<file path="src/rtl/neo_link_pkg.sv">
// Shared definitions for both ends of the NEO board-to-board serial link.
// This package holds the frame constants, the default link parameters and the receiver state type.
package neo_link_pkg;

    localparam int DEF_DATA_WIDTH   = 32;
    localparam int DEF_CLKS_PER_BIT = 16;

    localparam logic START_BIT = 1'b0;
    localparam logic STOP_BIT  = 1'b1;

    typedef enum logic {
        PAR_EVEN,
        PAR_ODD
    } parity_t;

    localparam parity_t PARITY_SENSE = PAR_EVEN;

    typedef enum logic [2:0] {
        IDLE,
        START,
        DATA,
        PARITY,
        STOP,
        WAIT_IDLE
    } rx_state_t;

endpackage

</file>
<file path="src/rtl/bit_synchronizer.sv">
// Two-flop synchronizer for one asynchronous input bit.
// Ports: clock, reset (sync, active high), d (async in), q (synchronized out).
module bit_synchronizer #(
    parameter logic RESET_VALUE = 1'b1
) (
    input  logic clock,
    input  logic reset,
    input  logic d,
    output logic q
);

    logic meta;

    always_ff @(posedge clock) begin
        if (reset) begin
            meta <= RESET_VALUE;
            q    <= RESET_VALUE;
        end else begin
            meta <= d;
            q    <= meta;
        end
    end

endmodule

</file>
<file path="src/rtl/neo_link_receiver.sv">
// Receive end of the NEO serial link: start, LSB-first data, even parity, stop.
// Ports: clock, reset, rx_in, rx_enable -> message_data_out, new_message_received,
//        parity_error, framing_error (one-cycle pulses), busy (not IDLE).
module neo_link_receiver
    import neo_link_pkg::*;
#(
    parameter int DATA_WIDTH   = DEF_DATA_WIDTH,
    parameter int CLKS_PER_BIT = DEF_CLKS_PER_BIT
) (
    input  logic                  clock,
    input  logic                  reset,
    input  logic                  rx_in,
    input  logic                  rx_enable,
    output logic [DATA_WIDTH-1:0] message_data_out,
    output logic                  new_message_received,
    output logic                  parity_error,
    output logic                  framing_error,
    output logic                  busy
);

    localparam int CW = $clog2(CLKS_PER_BIT);
    localparam int IW = $clog2(DATA_WIDTH);

    localparam logic [CW-1:0] HALF_LAST = CW'(CLKS_PER_BIT / 2 - 1);
    localparam logic [CW-1:0] BIT_LAST  = CW'(CLKS_PER_BIT - 1);
    localparam logic [IW-1:0] IDX_LAST  = IW'(DATA_WIDTH - 1);

    logic                  rx_sync;
    rx_state_t             state, state_n;
    logic [CW-1:0]         clk_cnt, cnt_n;
    logic [IW-1:0]         bit_idx, idx_n;
    logic [DATA_WIDTH-1:0] shift_reg, shift_n;
    logic [DATA_WIDTH-1:0] msg_n;
    logic                  par_ok, par_ok_n;
    logic                  nm_n, pe_n, fe_n;
    logic                  bit_tick;

    bit_synchronizer #(
        .RESET_VALUE (1'b1)
    ) u_sync (
        .clock (clock),
        .reset (reset),
        .d     (rx_in),
        .q     (rx_sync)
    );

    assign bit_tick = (clk_cnt == BIT_LAST);
    assign busy     = (state != IDLE);

    always_ff @(posedge clock) begin
        if (reset) begin
            state                <= IDLE;
            clk_cnt              <= '0;
            bit_idx              <= '0;
            shift_reg            <= '0;
            par_ok               <= 1'b0;
            message_data_out     <= '0;
            new_message_received <= 1'b0;
            parity_error         <= 1'b0;
            framing_error        <= 1'b0;
        end else begin
            state                <= state_n;
            clk_cnt              <= cnt_n;
            bit_idx              <= idx_n;
            shift_reg            <= shift_n;
            par_ok               <= par_ok_n;
            message_data_out     <= msg_n;
            new_message_received <= nm_n;
            parity_error         <= pe_n;
            framing_error        <= fe_n;
        end
    end

    always_comb begin
        state_n  = state;
        cnt_n    = clk_cnt + 1'b1;
        idx_n    = bit_idx;
        shift_n  = shift_reg;
        par_ok_n = par_ok;
        msg_n    = message_data_out;
        nm_n     = 1'b0;
        pe_n     = 1'b0;
        fe_n     = 1'b0;

        unique case (state)
            IDLE: begin
                cnt_n = '0;
                if (rx_enable && rx_sync == START_BIT) begin
                    state_n = START;
                end
            end
            // Re-check the line half a bit in; a short glitch is dropped silently.
            START: begin
                if (clk_cnt == HALF_LAST) begin
                    cnt_n   = '0;
                    idx_n   = '0;
                    state_n = (rx_sync == START_BIT) ? DATA : IDLE;
                end
            end
            DATA: begin
                if (bit_tick) begin
                    cnt_n   = '0;
                    shift_n = {rx_sync, shift_reg[DATA_WIDTH-1:1]};
                    if (bit_idx == IDX_LAST) begin
                        state_n = PARITY;
                    end else begin
                        idx_n = bit_idx + 1'b1;
                    end
                end
            end
            PARITY: begin
                if (bit_tick) begin
                    cnt_n    = '0;
                    par_ok_n = ((^shift_reg) ^ rx_sync)
                               == (PARITY_SENSE == PAR_ODD);
                    state_n  = STOP;
                end
            end
            // Leaving at mid-stop lets an immediately following start bit be seen.
            STOP: begin
                if (bit_tick) begin
                    cnt_n = '0;
                    if (rx_sync != STOP_BIT) begin
                        fe_n    = 1'b1;
                        state_n = WAIT_IDLE;
                    end else if (par_ok) begin
                        msg_n   = shift_reg;
                        nm_n    = 1'b1;
                        state_n = IDLE;
                    end else begin
                        pe_n    = 1'b1;
                        state_n = IDLE;
                    end
                end
            end
            // A line stuck low must not look like a stream of start bits.
            WAIT_IDLE: begin
                cnt_n = '0;
                if (rx_sync == STOP_BIT) begin
                    state_n = IDLE;
                end
            end
            default: begin
                cnt_n   = '0;
                state_n = IDLE;
            end
        endcase
    end

endmodule

</file>
<file path="config.mk">
export PLATFORM = sky130hd
export DESIGN_NAME = neo_link_receiver
export DESIGN_NICKNAME = d
export VERILOG_FILES = /design/src/rtl/neo_link_pkg.sv /design/src/rtl/bit_synchronizer.sv /design/src/rtl/neo_link_receiver.sv
export SDC_FILE = /design/constraint.sdc
export NUM_CORES = 1
export LEC_CHECK = 0
export CAP_MARGIN = 15
export CORE_AREA = 3 3 79 81
export CTS_BUF_LIST = sky130_fd_sc_hd__clkbuf_4 sky130_fd_sc_hd__clkbuf_8 sky130_fd_sc_hd__clkbuf_16
export CTS_CLUSTER_SIZE = 20
export DETAILED_ROUTE_END_ITERATION = 8
export DIE_AREA = 0 0 82 84
export PLACE_DENSITY = 0.82
export SYNTH_ARGS = -nofsm -noshare
export SYNTH_HDL_FRONTEND = slang
export SYNTH_SLANG_ARGS = --single-unit
</file>
<file path="constraint.sdc">
create_clock -name clock -period 3.3 [get_ports clock]
set_input_delay 0.33 -clock clock [delete_from_list [all_inputs] [get_ports clock]]
set_output_delay 0.33 -clock clock [all_outputs]
set_load 0.05 [all_outputs]
</file>
==> flow_summary.ini, run 1 <==
[synthesis]
yosys-top-cells-count = nand2_1 (137), dfxtp_1 (82), a21oi_1 (66), xnor2_1 (26), clkbuf_1 (22)
ys_warn_count = 0
synth_ff_type = dfxtp_1
synth_top_area_share_pct = 49.8
synth_area_sq_mm = 0.00330
synth_area_per_cell_sq_um = 8.14
synth_edf_count = 0
yosysMostFrequentCell = nand2_1
async_flop_share_pct = 0
ys_types = 34
synthCells = 405
synth_seq_cells = 82
synth_area_leader_cell = dfxtp_1
yosysSeqAreaShare_pct = 49.8
synthesis.nets = 412
synth_area_leaders = dfxtp_1 (50%), nand2_1 (16%), a21oi_1 (10%), xnor2_1 (6.9%), clkbuf_1 (2.5%)

[route]
drt_iter0_markers = 172
route.vias.total = 2718
firstDrtPassIters = 4
ant_nets = 0
vias_per_cell = 5.36
wl_per_cell_microns = 12.5
post-route-drc-count = 0
drt_wl_total_mm = 6.36

[cts]
post_cts_resized = 0
root_buffer = clkbuf_8
clkTransAtPathRegs_ns = 0.08
numCtsBuffers = 9
clk_latency_ns = 0.34
cts.path.max_buffers = 2
cts_max_level = 3
cts_tree = done
ctsHoldBuffers = 0
post_cts_buffers = 0
cts.sinks = 82

[pwr]
pwr-share-comb_pct = 1.8
switchingPower_uw = 370
power_density_mw_per_mm2 = 463
power_switching_share_pct = 20.4
power.internal_uw = 1440
worst_ir_drop_vdd_uv = 468
leakage_uw = 0.00128
seq_power_share_pct = 54.8
p_clk_share_pct = 43.4

[setup_path]
start_kind = flip-flop
slowest_delay_ns = 0.80
crit_path_top_delay_cell = clkdlybuf4s50_1
critPathMaxFanout = 15
crit_required_ns = 2.97
critical_path.endpoint_type = output port
crit_start = state[2]
arrival_ns = 1.98
cp_cell_sequence = or3_1, clkdlybuf4s50_1
r2r_start = state[1]
criticalPathCategory = flip-flop to output port

[timing]
hold_viol_final = 0
setup_tns_ns = 0
fmax_mhz = 433
period_share_pct = 70.0
layout_min_cycle_time_ns = 2.31
setup_violations = 0
relSlewSlack_pct = 27.1
drv_slew = 0
rsz0062_at_grt = no
tightestPinTransition_ns = 1.09
fin_skew_ns = 0.00639

[floorplan]
ios = 40
core_sq_mm = 0.00554
rows = 27
die_w_microns = 82
chipHeight_microns = 84
die_area_sq_mm = 0.00689
initial_utilization_pct = 59.5

[cells_and_area]
finalNetCount = 438
diodes = 0
drive_gt1_share_pct = 6.21
area_growth_pct = 18.7
final_core_util_pct = 70.7
fill_cells = 432

[global_routing]
grt_max_degree = 48
grt_pass1_vias = 2512
grt_pass1_wl_mm = 11.0
antenna_found_initial = 0
grtUsageTotal_pct = 20.0
overflow = 0

[placement]
io_buffers = 39
place_congestion = 0.782
dp_hpwl_mm = 4.04

[status]
status = complete, no violations

[min_path]
min_path_type = flip-flop to flip-flop
min_from = u_sync.meta

[flow_run]
drv_cap = 0
## worst paths after layout
check	slack [ns]	end	cells past startpoint
worst min register to register	0.42	u_sync.q	1
worst min-delay path	0.42	u_sync.q	1
worst max-delay path	0.99	busy	2
worst max register to register	1.01	bit_idx[1]	5
## final cells by class
cell class | instances | area [sq um] | share of cell area, %
flip-flops and latches | 82 | 1640 | 41.9
multi-input cells | 295 | 1560 | 39.7
repair buffers | 42 | 408 | 10.4
clock buffers | 10 | 138 | 3.52
well taps | 72 | 90.1 | 2.30
clock inverters | 5 | 78.8 | 2.01
inverters | 1 | 3.75 | 0.0959
## through the flow
step / instance area [sq um] / power [uW] / hold WS (ns) / cells / worst slack (ns)
3_3_place_gp: 3700 / 1050 / 0.395 / 492 / 1.13
6_report: 3920 / 1810 / 0.416 / 507 / 0.991
5_1_grt: 3920 / 1880 / 0.433 / 507 / 0.769
2_1_floorplan: 3300 / 1040 / 0.389 / 405 / 1.35
4_1_cts: 3920 / 1830 / 0.419 / 507 / 0.969
3_5_place_dp: 3700 / 1050 / 0.402 / 492 / 1.02
## cells by family after synthesis
kind of cell	Yosys count	synth area share, %
and+or+nand+nor	176	21.9
DFF	82	49.8
AOI/OAI and AO/OA	81	13.5
xor gates and xnor gates	35	10.2
buffers and inverters	28	3.45
adders and majority gates	3	1.14
## per-layer routing
metal / part of all wire, % / GRT usage (%) / wire length [microns]
met1: 45 / 24.8 / 2860
met2: 50 / 33.9 / 3170
met3: 4.0 / 4.32 / 257
met4: 1.1 / 6.65 / 69
met5: 0 / 0 / 0
## cells in the final DEF (no fill, tap or decap), types with 3 or more instances in the layout
| master | n |
|---|---|
| nor3_1 | 6 |
| a21oi_1 | 66 |
| clkbuf_8 | 10 |
| nor2_1 | 13 |
| xor2_1 | 6 |
| nand2_1 | 137 |
| clkdlybuf4s50_1 | 38 |
| buf_4 | 3 |
| dfxtp_1 | 82 |
| and3_1 | 3 |
| ha_1 | 3 |
| o21ai_0 | 5 |
| nand3_1 | 3 |
| xnor2_1 | 26 |
| or3_1 | 4 |
## critical path: cells and delay by family (launching register included)
family | cells | cell delay [ns]
buffers and inverters | 1 | 0.80
and+or+nand+nor | 1 | 0.21
DFF | 1 | 0.63
## power by group through the flow
stage               combinational (uW)  sequential (uW)  clock [uW]
CTS                               32.6              994         803
floorplan                         27.6             1010           0
global route                      35.0              995         846
global placement                  32.1             1020           0
finish                            32.7              994         786
detailed placement                32.5             1020           0
No activity file was read; power rests on OpenSTA's default activity.
==> inputs of run 2 (changes only) <==
Settings changed: CORE_AREA 3 3 79 81 to 3 3 82 84, DIE_AREA 0 0 82 84 to 0 0 85 87, PLACE_DENSITY 0.82 to 0.77.
Clock period 3.3 ns to 2.2 ns, I/O delays scaled along.
==> run 2 against run 1 <==
  * Cell area up 0.90%
  * Clock power rose by 25%
  * Combinational power increased by 74%
  * Core utilization down 4.7 points
  * Wire length up 0.58%
  * Non-clock buffer count grew 6
  * Register-to-register slack got worse by 0.89 ns
  * Via count increased by 0.52%
  * Final cell count increased by 2.0%
  * Sequential share of layout area decreased by 0.37 points
  * Global-route usage down 0.84 points
  * Critical endpoint is now bit_idx[1]
  * Largest power group unchanged
  * Clock-buffer cell count increased by 4
==> flow_summary.ini, run 2 (synthesis gave the netlist of run 1 again) <==
[route]
drt_wl_total_mm = 6.40
route.vias.total = 2732
drt_iter0_markers = 172
firstDrtPassIters = 4
vias_per_cell = 5.28
ant_nets = 0
post-route-drc-count = 0
wl_per_cell_microns = 12.4

[timing]
tightestPinTransition_ns = 0.697
fmax_mhz = 482
hold_viol_final = 0
setup_violations = 0
rsz0062_at_grt = no
setup_tns_ns = 0
period_share_pct = 94.3
relSlewSlack_pct = 53.5
fin_skew_ns = 0.0116
drv_slew = 0
layout_min_cycle_time_ns = 2.08

[pwr]
switchingPower_uw = 530
seq_power_share_pct = 58.9
power_density_mw_per_mm2 = 640
p_clk_share_pct = 38.8
leakage_uw = 0.00130
power.internal_uw = 2000
pwr-share-comb_pct = 2.2
power_switching_share_pct = 21.0
worst_ir_drop_vdd_uv = 322

[min_path]
holdPathStages = 2
min_from = reset
hold_path_end = bit_idx[4]
min_path_type = input port to flip-flop

[placement]
io_buffers = 39
placedCellCount = 501
place_congestion = 0.824
post_dp_cell_area_sq_mm = 0.00376
dp_hpwl_mm = 4.28

[floorplan]
core_sq_mm = 0.00599
rows = 28
die_w_microns = 85
chipHeight_microns = 87
die_area_sq_mm = 0.00740
initial_utilization_pct = 55.0
ios = 40

[setup_path]
critPathMaxFanout = 4
crit_path_top_delay_cell = or3_4
r2r_slack_ns = 0.12
crit_required_ns = 2.40
r2r_cells = 7
start_kind = flip-flop
slowest_delay_ns = 0.39
path_common_cell = ha_1
r2r_start = bit_idx[0]
critical_path.endpoint_type = flip-flop
arrival_ns = 2.28
r2r_end = bit_idx[1]
cp_cell_sequence = ha_1, and3_1, ha_1, or3_4, a211o_1, a22oi_1, nor2_1
criticalPathCategory = flip-flop to flip-flop

[cells_and_area]
instances_no_fill = 517
stdcell_area_sq_mm = 0.00395
final_core_util_pct = 65.9
layout_common_cells = nand2_1 (137), dfxtp_1 (82), a21oi_1 (66)
final_common_cell = nand2_1
fill_cells = 503
area_growth_pct = 19.8
finalNetCount = 444
ff_latch_area_sq_mm = 0.00164
diodes = 0
multi_input_area_sq_mm = 0.00157
drive_gt1_share_pct = 8.14

[status]
status = complete, no violations

[global_routing]
overflow = 0
antenna_found_initial = 0
grt_max_degree = 42
grt_pass1_wl_mm = 11.4
grtUsageTotal_pct = 19.2
grt_pass1_vias = 2574

[cts]
cts_tree = done
cts.sinks = 82
cts_max_level = 3
clk_latency_ns = 0.34
cts.path.max_buffers = 2
clkTransAtPathRegs_ns = 0.07
root_buffer = clkbuf_8
ctsHoldBuffers = 0
numCtsBuffers = 9

[flow_run]
drv_cap = 0
## run 2: layout make-up
type | instances | share of cell area [%]
clock buffer | 14 | 4.24
clock inverter | 2 | 0.317
tap | 75 | 2.38
inverter | 1 | 0.0950
sequential | 82 | 41.6
multi-input combinational | 295 | 39.6
timing repair buffer | 48 | 11.8
## run 2: power by group through the flow
stage | combinational [uW] | clock [uW] | sequential, uW
2_1_floorplan | 41.4 | 0 | 1520
3_3_place_gp | 57.0 | 0 | 1520
3_5_place_dp | 56.9 | 0 | 1520
4_1_cts | 57.1 | 1010 | 1490
5_1_grt | 62.9 | 1070 | 1490
6_report | 56.8 | 981 | 1490
## run 2: how the worst max path moves through the flow
stage / from / endpoint / slack [ns] / depth (start not counted)
6_report: bit_idx[0] / bit_idx[1] / 0.12 / 7
3_5_place_dp: bit_idx[0] / bit_idx[3] / 0.10 / 8
3_3_place_gp: bit_idx[0] / bit_idx[3] / 0.17 / 8
4_1_cts: bit_idx[0] / bit_idx[3] / 0.08 / 8
2_1_floorplan: bit_idx[0] / bit_idx[3] / 0.25 / 8
5_1_grt: bit_idx[0] / bit_idx[4] / 0.004 / 7
## run 2: routing by layer
layer  GRT usage, %  up-vias  wire (microns)
met5              0        -               0
met4           9.93        0             136
met3           4.35       12             225
met2           32.1       46            3100
met1           23.1     1286            2930
li1               -     1388               -
## run 2: critical path: cells and delay by family, from the launching register on
| family | cells | cell delay, ns |
|---|---|---|
| flip-flops | 1 | 0.34 |
| AO/OA/AOI/OAI | 2 | 0.52 |
| adder cells (fa/ha/maj) | 2 | 0.45 |
| AND/OR/NAND/NOR | 3 | 0.63 |
## run 2: metrics by stage
| step | setup WS [ns] | hold slack (ns) | power, uW |
|---|---|---|---|
| after detailed placement | 0.102 | 0.423 | 1580 |
| after CTS | 0.0799 | 0.399 | 2560 |
| after floorplan | 0.250 | 0.324 | 1560 |
| after global placement | 0.170 | 0.432 | 1580 |
| final | 0.125 | 0.406 | 2530 |
| after global routing | 0.00431 | 0.438 | 2620 |
## run 2: repair_timing
item                       in CTS  in global routing
buffers inserted                0                  0
resized for setup               0                  2
setup endpoints to repair       0                  3
